==> config.mk <==
export PLATFORM = sky130hd
export DESIGN_NAME = snake_frame_scheduler_flat
export DESIGN_NICKNAME = d
export VERILOG_FILES = /design/src/rtl/snake_frame_scheduler_if.sv /design/src/rtl/snake_frame_scheduler.sv /design/src/flat_wrapper.sv
export SDC_FILE = /design/constraint.sdc
export NUM_CORES = 1
export LEC_CHECK = 0
export BUFFER_PORTS_ARGS = -buffer_cell sky130_fd_sc_hd__buf_4
export CORE_ASPECT_RATIO = 0.7
export CORE_MARGIN = 2
export CORE_UTILIZATION = 51
export DETAILED_ROUTE_END_ITERATION = 10
export GPL_ROUTABILITY_DRIVEN = 0
export PLACE_DENSITY = 0.84
export SYNTH_ARGS = -nofsm -noshare
export SYNTH_HDL_FRONTEND = slang
export SYNTH_SLANG_ARGS = --single-unit
==> constraint.sdc <==
create_clock -name clock_25 -period 3 [get_ports clock_25]
set_input_delay 0.6 -clock clock_25 [delete_from_list [all_inputs] [get_ports clock_25]]
set_output_delay 0.6 -clock clock_25 [all_outputs]
set_load 0.005 [all_outputs]
==> src/rtl/snake_frame_scheduler_if.sv <==
// ============================================================================
// snake_frame_scheduler_if : signals between the frame scheduler, the VGA
// timing, the body RAM and the graphic block. Build option: SCHED_CLEAR_EN.
// Revision: 1.0
// ============================================================================
`default_nettype none

interface snake_frame_scheduler_if #(
  parameter int PIX_W = 10
);
  logic [PIX_W-1:0] X;
  logic [PIX_W-1:0] Y;
  logic [3:0]       snake_length;
  logic [3:0]       body_rd_addr;
  logic [6:0]       body_rd_x;
  logic [6:0]       body_rd_y;
  logic [6:0]       snake_body_x;
  logic [6:0]       snake_body_y;
  logic             en_snake_body;
  logic             game_tick;
  logic             load_busy;
`ifdef SCHED_CLEAR_EN
  logic             clear_body;
`endif

  modport master (
    input  X, Y, snake_length, body_rd_x, body_rd_y,
`ifdef SCHED_CLEAR_EN
    output clear_body,
`endif
    output body_rd_addr, snake_body_x, snake_body_y,
    output en_snake_body, game_tick, load_busy
  );

  modport slave (
    output X, Y, snake_length, body_rd_x, body_rd_y,
`ifdef SCHED_CLEAR_EN
    input  clear_body,
`endif
    input  body_rd_addr, snake_body_x, snake_body_y,
    input  en_snake_body, game_tick, load_busy
  );
endinterface

`default_nettype wire

==> src/rtl/snake_frame_scheduler.sv <==
// ============================================================================
// snake_frame_scheduler : vblank body-segment loader plus game_tick divider.
// Build option: SCHED_CLEAR_EN adds a CLEAR state and the clear_body strobe.
// Revision: 1.0
// ============================================================================
`default_nettype none

module snake_frame_scheduler #(
  parameter int PIX_W       = 10,
  parameter int V_ACTIVE    = 480,
  parameter int MAX_LEN     = 15,
  parameter int TICK_FRAMES = 8
) (
  input  logic                   clock_25,
  input  logic                   reset,
  snake_frame_scheduler_if.master bus
);

  localparam int             FC_W    = (TICK_FRAMES > 1) ? $clog2(TICK_FRAMES) : 1;
  localparam logic [FC_W-1:0] FC_LAST = FC_W'(TICK_FRAMES - 1);

  typedef enum logic [2:0] {
    S_IDLE     = 3'd0,
    S_READ     = 3'd1,
    S_PUSH     = 3'd2,
    S_TICK     = 3'd3,
    S_WAIT_END = 3'd4
`ifdef SCHED_CLEAR_EN
    , S_CLEAR  = 3'd5
`endif
  } state_e;

  state_e          state_q, state_d;
  logic [3:0]      idx_q, idx_d;
  logic [3:0]      len_q, len_d;
  logic [FC_W-1:0] fcnt_q, fcnt_d;
  logic [3:0]      addr_q, addr_d;
  logic [6:0]      sx_q, sx_d;
  logic [6:0]      sy_q, sy_d;
  logic            en_q, en_d;
  logic            tick_q, tick_d;
  logic            busy_q, busy_d;
`ifdef SCHED_CLEAR_EN
  logic            clr_q, clr_d;
`endif

  logic            w_start;
  logic [3:0]      w_len_clamped;

  assign w_start       = (bus.X == '0) && (bus.Y == PIX_W'(V_ACTIVE));
  assign w_len_clamped = (bus.snake_length > 4'(MAX_LEN)) ? 4'(MAX_LEN) : bus.snake_length;

  always_comb begin
    state_d = state_q;
    idx_d   = idx_q;
    len_d   = len_q;
    fcnt_d  = fcnt_q;
    addr_d  = addr_q;
    sx_d    = sx_q;
    sy_d    = sy_q;
    case (state_q)
      S_IDLE: begin
        if (w_start) begin
          len_d = w_len_clamped;
          idx_d = '0;
`ifdef SCHED_CLEAR_EN
          state_d = S_CLEAR;
`else
          state_d = (w_len_clamped >= 4'd2) ? S_READ : S_TICK;
`endif
        end
      end
`ifdef SCHED_CLEAR_EN
      S_CLEAR:  state_d = (len_q >= 4'd2) ? S_READ : S_TICK;
`endif
      S_READ:   state_d = S_PUSH;
      S_PUSH: begin
        if (idx_q == len_q - 4'd2) begin
          state_d = S_TICK;
        end else begin
          idx_d   = idx_q + 4'd1;
          state_d = S_READ;
        end
      end
      S_TICK: begin
        fcnt_d  = (fcnt_q == FC_LAST) ? '0 : fcnt_q + 1'b1;
        state_d = S_WAIT_END;
      end
      S_WAIT_END: begin
        if (bus.Y == '0) state_d = S_IDLE;
      end
      default: state_d = S_IDLE;
    endcase

    // Outputs are registered, so they are decoded from the state being entered.
    // The body RAM reads asynchronously from addr_q, so its data is valid while in READ.
    busy_d = (state_d == S_READ) || (state_d == S_PUSH);
    en_d   = (state_d == S_PUSH);
    tick_d = (state_q == S_TICK) && (fcnt_q == FC_LAST);
    if (state_d == S_READ) addr_d = idx_d;
    if (state_d == S_PUSH) begin
      sx_d = bus.body_rd_x;
      sy_d = bus.body_rd_y;
    end
`ifdef SCHED_CLEAR_EN
    clr_d = (state_d == S_CLEAR);
`endif
  end

  always_ff @(posedge clock_25) begin
    if (reset) begin
      state_q <= S_IDLE;
      idx_q   <= '0;
      len_q   <= '0;
      fcnt_q  <= '0;
      addr_q  <= '0;
      sx_q    <= '0;
      sy_q    <= '0;
      en_q    <= 1'b0;
      tick_q  <= 1'b0;
      busy_q  <= 1'b0;
`ifdef SCHED_CLEAR_EN
      clr_q   <= 1'b0;
`endif
    end else begin
      state_q <= state_d;
      idx_q   <= idx_d;
      len_q   <= len_d;
      fcnt_q  <= fcnt_d;
      addr_q  <= addr_d;
      sx_q    <= sx_d;
      sy_q    <= sy_d;
      en_q    <= en_d;
      tick_q  <= tick_d;
      busy_q  <= busy_d;
`ifdef SCHED_CLEAR_EN
      clr_q   <= clr_d;
`endif
    end
  end

  assign bus.body_rd_addr  = addr_q;
  assign bus.snake_body_x  = sx_q;
  assign bus.snake_body_y  = sy_q;
  assign bus.en_snake_body = en_q;
  assign bus.game_tick     = tick_q;
  assign bus.load_busy     = busy_q;
`ifdef SCHED_CLEAR_EN
  assign bus.clear_body    = clr_q;
`endif

endmodule

`default_nettype wire

==> src/flat_wrapper.sv <==
// flat-port wrapper written by rule: the top's interface ports become plain ports
module snake_frame_scheduler_flat 
#(
  parameter int PIX_W       = 10,
  parameter int V_ACTIVE    = 480,
  parameter int MAX_LEN     = 15,
  parameter int TICK_FRAMES = 8
)
  (clock_25, reset, bus_X, bus_Y, bus_snake_length, bus_body_rd_x, bus_body_rd_y, bus_body_rd_addr, bus_snake_body_x, bus_snake_body_y, bus_en_snake_body, bus_game_tick, bus_load_busy);
  snake_frame_scheduler_if #(.PIX_W(PIX_W)) bus_i ();
  input  logic clock_25;
  input  logic reset;
  input wire logic [$bits(bus_i.X)-1:0] bus_X;
  input wire logic [$bits(bus_i.Y)-1:0] bus_Y;
  input wire logic [$bits(bus_i.snake_length)-1:0] bus_snake_length;
  input wire logic [$bits(bus_i.body_rd_x)-1:0] bus_body_rd_x;
  input wire logic [$bits(bus_i.body_rd_y)-1:0] bus_body_rd_y;
  output wire logic [$bits(bus_i.body_rd_addr)-1:0] bus_body_rd_addr;
  output wire logic [$bits(bus_i.snake_body_x)-1:0] bus_snake_body_x;
  output wire logic [$bits(bus_i.snake_body_y)-1:0] bus_snake_body_y;
  output wire logic [$bits(bus_i.en_snake_body)-1:0] bus_en_snake_body;
  output wire logic [$bits(bus_i.game_tick)-1:0] bus_game_tick;
  output wire logic [$bits(bus_i.load_busy)-1:0] bus_load_busy;
  assign bus_i.X = bus_X;
  assign bus_i.Y = bus_Y;
  assign bus_i.snake_length = bus_snake_length;
  assign bus_i.body_rd_x = bus_body_rd_x;
  assign bus_i.body_rd_y = bus_body_rd_y;
  assign bus_body_rd_addr = bus_i.body_rd_addr;
  assign bus_snake_body_x = bus_i.snake_body_x;
  assign bus_snake_body_y = bus_i.snake_body_y;
  assign bus_en_snake_body = bus_i.en_snake_body;
  assign bus_game_tick = bus_i.game_tick;
  assign bus_load_busy = bus_i.load_busy;
  snake_frame_scheduler #(.PIX_W(PIX_W), .V_ACTIVE(V_ACTIVE), .MAX_LEN(MAX_LEN), .TICK_FRAMES(TICK_FRAMES)) u_core (.clock_25(clock_25), .reset(reset), .bus(bus_i));
endmodule
After elaboration in Yosys (flattened, before gate mapping)
Index checks and enable logic that the tools add are counted.

Word-level logic and storage cells: 41. RAM bits: 0. Register bits after elaboration: 35. Memories: 0. Latch bits: 0. Memory bits (read-only): 0. Output and inout port bits: 21.

Eq/ne operators: 9. Mux-type cells: 10. Reductions and logical operators: 7. Multipliers: 0. Bitwise logic cells: 0. Magnitude comparators: 2. Add/sub/neg operators: 3. Shift-type cells: 0. Div/mod/pow operators: 0.

Operators by type and width (number): $logic_not A10 Y1 (2); $pmux W3 S5 (1); $mux W4 (3); $eq A10 B9 Y1 const B (1); $eq A3 B2 Y1 const B (3); $mux W3 (3); $pmux W4 S2 (1); $eq A3 B1 Y1 const B (2); $eq A3 B3 Y1 const B (2); $add A4 B1 Y4 const B (1); $eq A4 B4 Y1 (1); $ge A4 B2 Y1 const B (1); $gt A4 B4 Y1 const B (1); $mux W2 (2); $sub A4 B2 Y4 const B (1); $add A3 B1 Y3 const B (1); $logic_not A3 Y1 (1); $logic_and A1 B1 Y1 (2); $reduce_and A2 Y1 (1); $logic_or A1 B1 Y1 (1).

Longest topological paths before layout
Gate-level depths: netlist of run 1.

Depth in word-level cells: 8. Gate-level depth with buffers: 7. Mapped depth without buffers: 7.

Least setup slack after synthesis of run 1
No wires, ideal clock.

Kind: input-to-reg. Start point: in bus_Y[1]. End point: reg u_core.addr_q[2], in the netlist u_core.bus.body_rd_addr[2]. Required time: 2.879 ns. Stages on the path: 5. Arrival: 1.994 ns. Setup slack: 0.886 ns. Buffers on the path: 0. Setup time: 0.121 ns. Cell sequence: nor4_1 and4_1 a21oi_1 a211oi_2 mux2_2.

Word-level cells in the longest chain between the ends: 5.

RTL lines: start: declaration (RTL line flat_wrapper.sv:14) `input wire logic [$bits(bus_i.Y)-1:0] bus_Y;`; $eq A10 B9 Y1 (RTL line snake_frame_scheduler.sv:50) `assign w_start = (bus.X == '0) && (bus.Y == PIX_W'(V_ACTIVE));`; $logic_and A1 B1 Y1 (RTL line snake_frame_scheduler.sv:50); $mux W3 (RTL line snake_frame_scheduler.sv:63) `if (w_start) begin`; $pmux W3 S5 (RTL line snake_frame_scheduler.sv:61) `case (state_q)`; $eq A3 B1 Y1 (RTL line snake_frame_scheduler.sv:100) `if (state_d == S_READ) addr_d = idx_d;`; end signal: assignment (RTL line snake_frame_scheduler.sv:130) `addr_q <= addr_d;`; end: declaration (RTL line snake_frame_scheduler.sv:37) `logic [3:0] addr_q, addr_d;`.

Several ways; a longest one is shown, not always the timed one. A chain may end at the register's enable or synchronous reset.

Final worst setup path of run 1
Start point: in bus_X[5]. End point: reg u_core.addr_q[2], in the netlist u_core.bus.body_rd_addr[2].

Word-level cells in the longest chain between the ends: 5.

RTL lines: start: declaration (RTL line flat_wrapper.sv:13) `input wire logic [$bits(bus_i.X)-1:0] bus_X;`; $logic_not A10 Y1 * (RTL line snake_frame_scheduler.sv:50); $logic_and A1 B1 Y1 * (RTL line snake_frame_scheduler.sv:50); $mux W3 (RTL line snake_frame_scheduler.sv:63); $pmux W3 S5 (RTL line snake_frame_scheduler.sv:61); $eq A3 B1 Y1 (RTL line snake_frame_scheduler.sv:100).

Every way passes the cells marked *; elsewhere a longest branch is shown, timed or not.

==> flow_metrics.py, run 1 <==
metrics = {
    "global_routing": {
        "grt_max_degree": 38,
        "gr-total-overflow": 0,
        "track_usage_pct": 26.3,
        "grt_pass1_wl_um": 6610,
        "grt_busiest_layer": "met2",
        "met3_usage_pct": 8.90,
        "grt_pass1_vias": 1439,
        "antenna_found_initial": 0,
        "globalRouteMet1Util_pct": 32.3,
        "met2_usage_pct": 44.1,
    },
    "route": {
        "route.vias.total": 1451,
        "first_pass_iters": 4,
        "avgRoutedWirePerCell_um": 14.8,
        "wirelength_um": 4000,
        "drt_iter0_drc": 60,
        "via_per_inst": 5.37,
        "drc_errors": 0,
        "detail-route-antenna-nets": 0,
    },
    "floorplan": {
        "core-area_um2": 2800,
        "dieArea_um2": 3410,
        "chipWidth_um": 69.0,
        "die_h_um": 49.5,
        "row_count": 16,
        "start_util_pct": 53.8,
        "io_pins": 61,
    },
    "clock_network": {
        "cts_buffer_depth": 2,
        "cts_root_buf": "clkbuf_8",
        "cts_setup_buffers": 0,
        "hold_buffers": 0,
        "cts_tree": "done",
        "cts.repair.resized": 0,
        "clk_latency_ns": 0.28,
        "cts_buffers": 5,
        "htreeDepth": 2,
        "cts_sinks": 35,
        "clkTransAtPathRegs_ns": 0.07,
    },
    "setup_path": {
        "crit_path_max_fanout": 5,
        "cp_num_buf_inv": 1,
        "crit_path_end": "u_core.bus.body_rd_addr[2]$_SDFFE_PP0N_",
        "r2r_cells": 7,
        "critPathLaunchType": "input port",
        "path_cells": "buf_4, nor4_1, and4_1, a21oi_1, a211oi_2, mux2_2",
        "cpMaxStageDelayCell": "nor4_1",
        "worst-path-stages": 6,
        "worst_setup_path_end_kind": "flop",
        "worstPathRequired_ns": 3.17,
        "rr_startpoint": "u_core.len_q[1]$_SDFFE_PP0P_",
        "crit_arrival_ns": 2.48,
        "r2r_slack_ns": 0.86,
        "crit_start": "bus_X[5]",
        "critical_path_class": "in -> reg",
        "reg2reg_to": "u_core.bus.body_rd_addr[2]$_SDFFE_PP0N_",
        "slowest_delay_ns": 0.50,
        "path_delay_family": "simple AND/OR/NAND/NOR gates",
    },
    "synth": {
        "syn_area_per_cell_um2": 8.71,
        "yosysWarnings": 0,
        "ys.flop_type": "dfxtp_1",
        "synth.ff_latch_count": 35,
        "yosysSeqAreaShare_pct": 46.5,
        "synthDistinctLibCells": 37,
        "synth_nets": 217,
        "synthArstFlopShare_pct": 0,
        "netlist_instances": 173,
        "syn-cell-area_um2": 1510,
        "synth_edf_count": 0,
    },
    "timing": {
        "setup_viol": 0,
        "setup-tns-final_ns": 0,
        "fin_skew_ns": 0.00460,
        "drv_slew": 0,
        "min_period_ns": 2.31,
        "finalCritPeriodShare_pct": 77.2,
        "rsz0062_at_grt": "false",
        "max_freq_mhz": 432,
        "relSlewSlack_pct": 64.5,
        "timing.final.ws_setup_ns": 0.685,
        "worst_slew_pin_slew_ns": 0.528,
        "timing_hold_violations_final": 0,
    },
    "power_and_ir_drop": {
        "power_switching_mw": 0.180,
        "power_density_nw_per_um2": 415,
        "pwr-share-clk_pct": 39.7,
        "combPwrFrac_pct": 6.3,
        "power.share.sequential_pct": 54.1,
        "intPower_mw": 0.679,
        "finalPower_mw": 0.859,
        "netSwitchingFraction_pct": 20.9,
        "vdd_drop_max_v": 0.000256,
        "p_leak_nw": 0.885,
    },
    "place": {
        "dp_slack_ns": 0.462,
        "hpwlAfterDp_um": 2980,
        "numPortBuffers": 60,
    },
    "layout": {
        "fin_nets": 278,
        "multiInputGateArea_um2": 768,
        "mostFrequentLayoutCell": "buf_4",
        "area_growth_syn_to_layout_pct": 37.5,
        "drive_gt1_share_pct": 32.9,
        "regArea_um2": 701,
        "fill_cells": 219,
        "layout_common_cells": "61 x buf_4, 35 x dfxtp_1, 32 x nand2_1",
        "antenna_cells": 0,
    },
    "hold_path": {
        "hold_path_class": "reg -> reg",
    },
    "status": {
        "outcome": "complete, no violations",
    },
    "run": {
        "maxCapViolations": 0,
    },
}
## routing by layer
| layer | wire length (µm) | vias up | share of wire [%] |
|---|---|---|---|
| li1 | - | 728 | - |
| met1 | 1750 | 676 | 44 |
| met2 | 1990 | 43 | 50 |
| met3 | 223 | 4 | 5.6 |
| met4 | 31 | 0 | 0.78 |
| met5 | 0 | - | 0 |
## synth_stat cells, types with 2 or more instances
master | count | area [µm²]
nor4_1 | 4 | 25.0
o21ai_0 | 6 | 30.0
a21oi_1 | 27 | 135
nand4_1 | 4 | 25.0
and4_1 | 3 | 26.3
dfxtp_1 | 35 | 701
nand2b_1 | 4 | 25.0
nand3_1 | 2 | 10.0
clkbuf_1 | 7 | 26.3
xor2_1 | 2 | 17.5
inv_1 | 3 | 11.3
nor3_1 | 2 | 10.0
nor2_1 | 11 | 41.3
nand2_1 | 32 | 120
ha_1 | 4 | 50.1
nor3b_1 | 4 | 30.0
nor2b_1 | 2 | 12.5
o22ai_1 | 2 | 12.5
## logic make-up after synthesis
| group | synth area share [%] |
|---|---|
| AO/OA/AOI/OAI | 16.5 |
| adder cells (fa/ha/maj) | 3.32 |
| flip-flops | 46.5 |
| multiplexers | 2.41 |
| XOR/XNOR | 3.24 |
| buffers and inverters | 2.49 |
| AND/OR/NAND/NOR | 25.5 |
## sequential cells by signal (all words and copies together), names as in the netlist
name and cells:
u_core.bus.snake_body_y 7, u_core.bus.en_snake_body 1, u_core.bus.snake_body_x 7, u_core.bus.game_tick 1, u_core.fcnt_q 3, u_core.bus.body_rd_addr 4, u_core.state_q 3, u_core.len_q 4
u_core.bus.load_busy 1, u_core.idx_q 4
## per-stage QoR
stage | area [µm²] | hold WS, ns | utilization (%) | std cells
3_5_place_dp | 1980 | 0.451 | 70.8 | 263
6_report | 2070 | 0.459 | 73.9 | 270
3_3_place_gp | 1980 | 0.443 | 70.8 | 263
2_1_floorplan | 1510 | 0.453 | - | 173
4_1_cts | 2070 | 0.460 | 73.9 | 270
5_1_grt | 2070 | 0.489 | 73.9 | 270
## power groups by stage
stage | combinational, mW | sequential [mW] | clock, mW
after floorplan | 0.0111 | 0.475 | 0
after global placement | 0.0511 | 0.475 | 0
after detailed placement | 0.0530 | 0.475 | 0
after CTS | 0.0533 | 0.464 | 0.341
after global routing | 0.0580 | 0.464 | 0.367
final | 0.0537 | 0.464 | 0.341
## layout make-up
type                            instances  share of cell area, %
Clock inverter                          1                  0.242
Inverter                                3                  0.544
Tap cell                               36                   2.18
Clock buffer                            6                   3.99
Multi-Input combinational cell        128                   37.1
Timing Repair Buffer                   61                   22.1
Sequential cell                        35                   33.8
## worst register-to-register path, cell delays in order, from the launching register on
cell	delay [ns]
dfxtp_1	0.37
inv_1	0.07
ha_1	0.31
xor2_1	0.18
nand4_1	0.12
o21ai_0	0.14
a211oi_2	0.46
mux2_2	0.38
## worst min path at each step
| stage | cells past startpoint | from | end | slack [ns] |
|---|---|---|---|---|
| final | 2 | u_core.bus.snake_body_y[3]$_SDFFE_PP0N_ | u_core.bus.snake_body_y[3]$_SDFFE_PP0N_ | 0.46 |
| after global placement | 2 | u_core.bus.snake_body_y[3]$_SDFFE_PP0N_ | u_core.bus.snake_body_y[3]$_SDFFE_PP0N_ | 0.44 |
| after global routing | 2 | u_core.bus.snake_body_x[1]$_SDFFE_PP0N_ | u_core.bus.snake_body_x[1]$_SDFFE_PP0N_ | 0.49 |
| after detailed placement | 2 | u_core.bus.snake_body_x[6]$_SDFFE_PP0N_ | u_core.bus.snake_body_x[6]$_SDFFE_PP0N_ | 0.45 |
| after floorplan | 2 | u_core.bus.snake_body_x[0]$_SDFFE_PP0N_ | u_core.bus.snake_body_x[0]$_SDFFE_PP0N_ | 0.45 |
| after CTS | 2 | u_core.bus.snake_body_x[6]$_SDFFE_PP0N_ | u_core.bus.snake_body_x[6]$_SDFFE_PP0N_ | 0.46 |
Note: power is estimated with default switching activity, not from simulation.
==> run 2: changes to the inputs <==
- CORE_UTILIZATION: 51 -> 47
- PLACE_DENSITY: 0.84 -> 0.78
- clock period: 3 -> 2.15 ns (I/O delays scaled with it)
==> run 2 against run 1 <==
  * Clock skew is 0.0016 ns lower
  * Largest cell class unchanged
  * Clock power is 36% higher
  * First-iteration DRC count is 77% higher
  * Wire length is 8.8% lower
  * Hold slack worse by 0.065 ns
  * Power is 38% higher
  * Cell count is 2.2% higher
==> flow_metrics.py, run 2 (synthesized netlist as in run 1, its figures left out) <==
metrics = {
    "global_routing": {
        "antenna_found_initial": 0,
        "track_usage_pct": 21.6,
        "gr-total-overflow": 0,
        "grt_max_degree": 38,
        "grt_pass1_wl_um": 6060,
        "grt_pass1_vias": 1364,
    },
    "layout": {
        "fill_cells": 265,
        "drive_gt1_share_pct": 34.0,
        "antenna_cells": 0,
        "stdcell_area_um2": 2100,
        "fin_nets": 282,
        "area_growth_syn_to_layout_pct": 39.6,
        "mostFrequentLayoutCell": "buf_4",
        "layout_common_cells": "65 x buf_4, 35 x dfxtp_1, 32 x nand2_1",
    },
    "route": {
        "first_pass_iters": 4,
        "route.vias.total": 1459,
        "via_per_inst": 5.29,
        "wirelength_um": 3650,
        "drt_iter0_drc": 106,
        "detail-route-antenna-nets": 0,
        "avgRoutedWirePerCell_um": 13.2,
        "drc_errors": 0,
    },
    "run": {
        "maxCapViolations": 0,
    },
    "status": {
        "outcome": "complete, no violations",
    },
    "floorplan": {
        "core-area_um2": 3110,
        "dieArea_um2": 3680,
        "row_count": 17,
        "chipWidth_um": 71.7,
        "die_h_um": 51.4,
        "io_pins": 61,
        "start_util_pct": 48.5,
    },
    "setup_path": {
        "critPathLaunchType": "flop",
        "crit_arrival_ns": 2.23,
        "critical_path_class": "reg -> reg",
        "r2r_slack_ns": 0.12,
        "worstPathRequired_ns": 2.35,
        "crit_path_max_fanout": 3,
        "reg2reg_to": "u_core.bus.body_rd_addr[3]$_SDFFE_PP0N_",
        "r2r_cells": 7,
        "worst_setup_path_end_kind": "flop",
        "rr_startpoint": "u_core.len_q[1]$_SDFFE_PP0P_",
    },
    "timing": {
        "setup_viol": 0,
        "fin_skew_ns": 0.00298,
        "finalCritPeriodShare_pct": 94.4,
        "min_period_ns": 2.03,
        "worst_slew_pin_slew_ns": 0.431,
        "whs_ns": 0.393,
        "max_freq_mhz": 493,
        "relSlewSlack_pct": 71.0,
        "rsz0062_at_grt": "false",
        "setup-tns-final_ns": 0,
        "timing_hold_violations_final": 0,
        "drv_slew": 0,
    },
    "clock_network": {
        "cts_setup_buffers": 0,
        "cts.repair.resized": 0,
        "hold_buffers": 0,
        "cts_tree": "done",
        "cts_buffers": 5,
        "cts_sinks": 35,
        "clk_latency_ns": 0.28,
        "cts_root_buf": "clkbuf_8",
        "clkTransAtPathRegs_ns": 0.07,
        "htreeDepth": 2,
        "cts_buffer_depth": 2,
    },
    "place": {
        "hpwlAfterDp_um": 2780,
        "placed_area_um2": 2020,
        "numPortBuffers": 60,
    },
    "hold_path": {
        "hold_depth": 3,
        "hold_start": "bus_body_rd_y[0]",
        "hold_path_end": "u_core.bus.snake_body_y[0]$_SDFFE_PP0N_",
        "hold_path_class": "in -> reg",
    },
    "power_and_ir_drop": {
        "p_leak_nw": 0.904,
        "vdd_drop_max_v": 0.000393,
        "power_density_nw_per_um2": 564,
    },
}
run 2: cell types whose count changed in the layout (fill, tap and decap cells not counted):
cell	change
buf_4	+4
run 2: worst max-delay path, stage by stage, from the launching register on:
cell and delay, ns:
dfxtp_1 0.35, inv_1 0.07, ha_1 0.32, xor2_1 0.18, a41oi_2 0.27, nand4_1 0.17
mux2_4 0.34, o32ai_2 0.24
run 2: worst max path at each step:
stage | end | slack (ns) | startpoint | depth (start not counted)
floorplan | u_core.bus.body_rd_addr[2]$_SDFFE_PP0N_ | 0.21 | bus_Y[1] | 5
global placement | u_core.bus.body_rd_addr[2]$_SDFFE_PP0N_ | 0.09 | bus_Y[1] | 6
detailed placement | u_core.bus.body_rd_addr[2]$_SDFFE_PP0N_ | 0.09 | bus_Y[1] | 6
CTS | u_core.bus.body_rd_addr[3]$_SDFFE_PP0N_ | 0.14 | u_core.len_q[1]$_SDFFE_PP0P_ | 7
global route | u_core.bus.body_rd_addr[3]$_SDFFE_PP0N_ | 0.007 | u_core.len_q[1]$_SDFFE_PP0P_ | 7
finish | u_core.bus.body_rd_addr[3]$_SDFFE_PP0N_ | 0.12 | u_core.len_q[1]$_SDFFE_PP0P_ | 7
run 2: power by group:
group	switching, mW	internal, mW	leakage [nW]
Sequential	0.000000292	0.648	0.282
Combinational	0.0257	0.0485	0.575
Clock	0.213	0.251	0.0470
Total	0.239	0.948	0.904
run 2: metrics by stage:
stage / worst slack, ns / utilization (%) / cells / power [mW]
2_1_floorplan: 0.206 / - / 173 / 0.678
6_report: 0.121 / 67.7 / 276 / 1.19
5_1_grt: 0.00748 / 67.7 / 276 / 1.24
3_5_place_dp: 0.0942 / 64.9 / 269 / 0.736
3_3_place_gp: 0.0912 / 64.9 / 269 / 0.737
4_1_cts: 0.137 / 67.7 / 276 / 1.19
run 2: layout make-up:
cell class	instances	area (µm²)	area share [%]
Clock inverter	1	5.00	0.238
Clock buffer	6	82.6	3.93
Tap cell	38	47.5	2.26
Multi-Input combinational cell	128	768	36.5
Sequential cell	35	701	33.3
Inverter	3	11.3	0.535
Timing Repair Buffer	65	488	23.2
run 2: metal layers:
metal	up-vias	wire length (µm)	GRT usage, %
met3	2	224	8.68
li1	739	-	-
met5	-	0	0
met1	680	1850	30.1
met4	0	13	4.72
met2	38	1560	31.3
==> run 3: changes to the inputs <==
- CORE_MARGIN: 2 -> default
==> run 3 against run 2 <==
  * Cell count down 1.1%
  * Fmax decreased by 0.22%
  * Largest power group unchanged
  * Sequential power is essentially flat
  * Hold slack barely moved
  * Highest routed layer unchanged
  * Sequential share of layout area about the same
  * Power is 0.18% lower
  * Via count fell by 0.48%
  * Combinational power about the same
  * Design area down 0.12%
  * Die area down 6.6%
  * Non-clock buffer count decreased by 1
  * Critical path depth stayed put
==> flow_metrics.py, run 3 (synthesized netlist as in run 1, its figures left out) <==
metrics = {
    "hold_path": {
        "hold_depth": 3,
        "hold_path_class": "in -> reg",
    },
    "global_routing": {
        "met3_usage_pct": 6.82,
        "met2_usage_pct": 38.0,
        "grt_max_degree": 38,
        "grt_busiest_layer": "met2",
        "antenna_found_initial": 0,
        "grt_pass1_wl_um": 6260,
        "track_usage_pct": 23.4,
        "grt_pass1_vias": 1411,
        "globalRouteMet1Util_pct": 29.7,
        "gr-total-overflow": 0,
    },
    "setup_path": {
        "cp_num_buf_inv": 1,
        "path_cells": "inv_1, ha_1, xnor3_1, a41oi_2, nand4_1, mux2_4, o32ai_2",
        "critical_path_class": "reg -> reg",
        "worstPathRequired_ns": 2.35,
        "worst-path-stages": 7,
        "slowest_delay_ns": 0.38,
        "r2r_cells": 7,
        "cpMaxStageDelayCell": "dfxtp_1",
        "path_delay_family": "compound AO/OA/AOI/OAI gates",
        "crit_path_max_fanout": 3,
        "crit_arrival_ns": 2.23,
        "worst_setup_path_end_kind": "flop",
        "critPathLaunchType": "flop",
    },
    "power_and_ir_drop": {
        "combPwrFrac_pct": 6.2,
        "vdd_drop_max_v": 0.000457,
        "netSwitchingFraction_pct": 20.0,
        "power.share.sequential_pct": 54.8,
        "p_leak_nw": 0.899,
        "intPower_mw": 0.947,
        "power_switching_mw": 0.236,
        "power_density_nw_per_um2": 564,
        "pwr-share-clk_pct": 39.0,
    },
    "timing": {
        "finalCritPeriodShare_pct": 94.6,
        "fin_skew_ns": 0.00384,
        "worst_slew_pin_slew_ns": 0.480,
        "drv_slew": 0,
        "setup-tns-final_ns": 0,
        "rsz0062_at_grt": "false",
        "setup_viol": 0,
        "timing_hold_violations_final": 0,
        "min_period_ns": 2.03,
        "max_freq_mhz": 492,
        "relSlewSlack_pct": 67.7,
    },
    "floorplan": {
        "io_pins": 61,
        "die_h_um": 49.4,
        "start_util_pct": 51.5,
        "row_count": 16,
        "chipWidth_um": 69.7,
        "core-area_um2": 2920,
        "dieArea_um2": 3440,
    },
    "layout": {
        "mostFrequentLayoutCell": "buf_4",
        "stdcell_count": 273,
        "fin_nets": 281,
        "post-route-util_pct": 71.9,
        "antenna_cells": 0,
        "layout_common_cells": "64 x buf_4, 35 x dfxtp_1, 32 x nand2_1",
        "drive_gt1_share_pct": 34.2,
        "area_growth_syn_to_layout_pct": 39.5,
    },
    "route": {
        "drt_iter0_drc": 85,
        "first_pass_iters": 4,
        "wirelength_um": 3810,
        "route.vias.total": 1452,
        "drc_errors": 0,
        "detail-route-antenna-nets": 0,
        "avgRoutedWirePerCell_um": 14.0,
        "via_per_inst": 5.32,
    },
    "clock_network": {
        "cts_buffers": 5,
        "clk_latency_ns": 0.28,
        "clkTransAtPathRegs_ns": 0.06,
        "htreeDepth": 2,
        "hold_buffers": 0,
        "cts_root_buf": "clkbuf_8",
        "cts_buffer_depth": 2,
        "cts_tree": "done",
        "cts_sinks": 35,
    },
    "status": {
        "outcome": "complete, no violations",
    },
    "place": {
        "hpwlAfterDp_um": 2870,
        "place_inst": 266,
        "numPortBuffers": 60,
    },
    "run": {
        "maxCapViolations": 0,
    },
}
[run 3: changes by cell type in the layout (fill, tap and decap cells not counted)]
cell / change
o21ai_1: +1
buf_4: -1
xor2_1: -1
xor2_2: +1
o21ai_0: -1
[run 3: worst paths after layout]
| kind | start | end | slack, ns |
|---|---|---|---|
| max | u_core.len_q[1]$_SDFFE_PP0P_ | u_core.bus.body_rd_addr[3]$_SDFFE_PP0N_ | 0.12 |
| min | bus_snake_length[1] | u_core.len_q[1]$_SDFFE_PP0P_ | 0.39 |
| max reg2reg | u_core.len_q[1]$_SDFFE_PP0P_ | u_core.bus.body_rd_addr[3]$_SDFFE_PP0N_ | 0.12 |
| min reg2reg | u_core.bus.snake_body_x[4]$_SDFFE_PP0N_ | u_core.bus.snake_body_x[4]$_SDFFE_PP0N_ | 0.46 |
[run 3: area by class of cell]
| type | instances | area, µm² |
|---|---|---|
| timing repair buffer | 64 | 480 |
| clock inverter | 1 | 5.00 |
| sequential | 35 | 701 |
| clock buffer | 6 | 82.6 |
| inverter | 3 | 11.3 |
| fill | 223 | 822 |
| multi-input combinational | 128 | 776 |
| tap | 36 | 45.0 |
[run 3: routing by layer]
metal	routed length, µm	up-vias	part of all wire (%)
li1	-	736	-
met3	284	10	7.5
met5	0	-	0
met2	1770	55	46
met1	1700	651	45
met4	55	0	1.4
[run 3: worst min-delay path, delay by kind of cell]
family / cells / cell delay, ns
AND/OR/NAND/NOR: 1 / 0.07
AO/OA/AOI/OAI: 1 / 0.05
buffers and inverters: 1 / 0.08
[run 3: what timing repair did]
item                       4_1_cts  5_1_grt
setup buffers                    0        0
gates resized for setup          0        2
setup endpoints to repair        0        4
[run 3: power groups by stage]
| stage | Combinational [mW] | Sequential [mW] | Clock [mW] |
|---|---|---|---|
| 6_report | 0.0739 | 0.648 | 0.462 |
| 2_1_floorplan | 0.0154 | 0.663 | 0 |
| 3_3_place_gp | 0.0713 | 0.663 | 0 |
| 4_1_cts | 0.0734 | 0.648 | 0.472 |
| 5_1_grt | 0.0791 | 0.648 | 0.494 |
| 3_5_place_dp | 0.0731 | 0.663 | 0 |
[run 3: through the flow]
step                cell area (µm²)  hold WS [ns]  setup slack [ns]  power [mW]
floorplan                      1510         0.453             0.206       0.678
global placement               2010         0.444             0.119       0.734
detailed placement             2010         0.449            0.0515       0.736
CTS                            2090         0.391            0.0712        1.19
global route                   2100         0.400            0.0431        1.22
finish                         2100         0.394             0.116        1.18
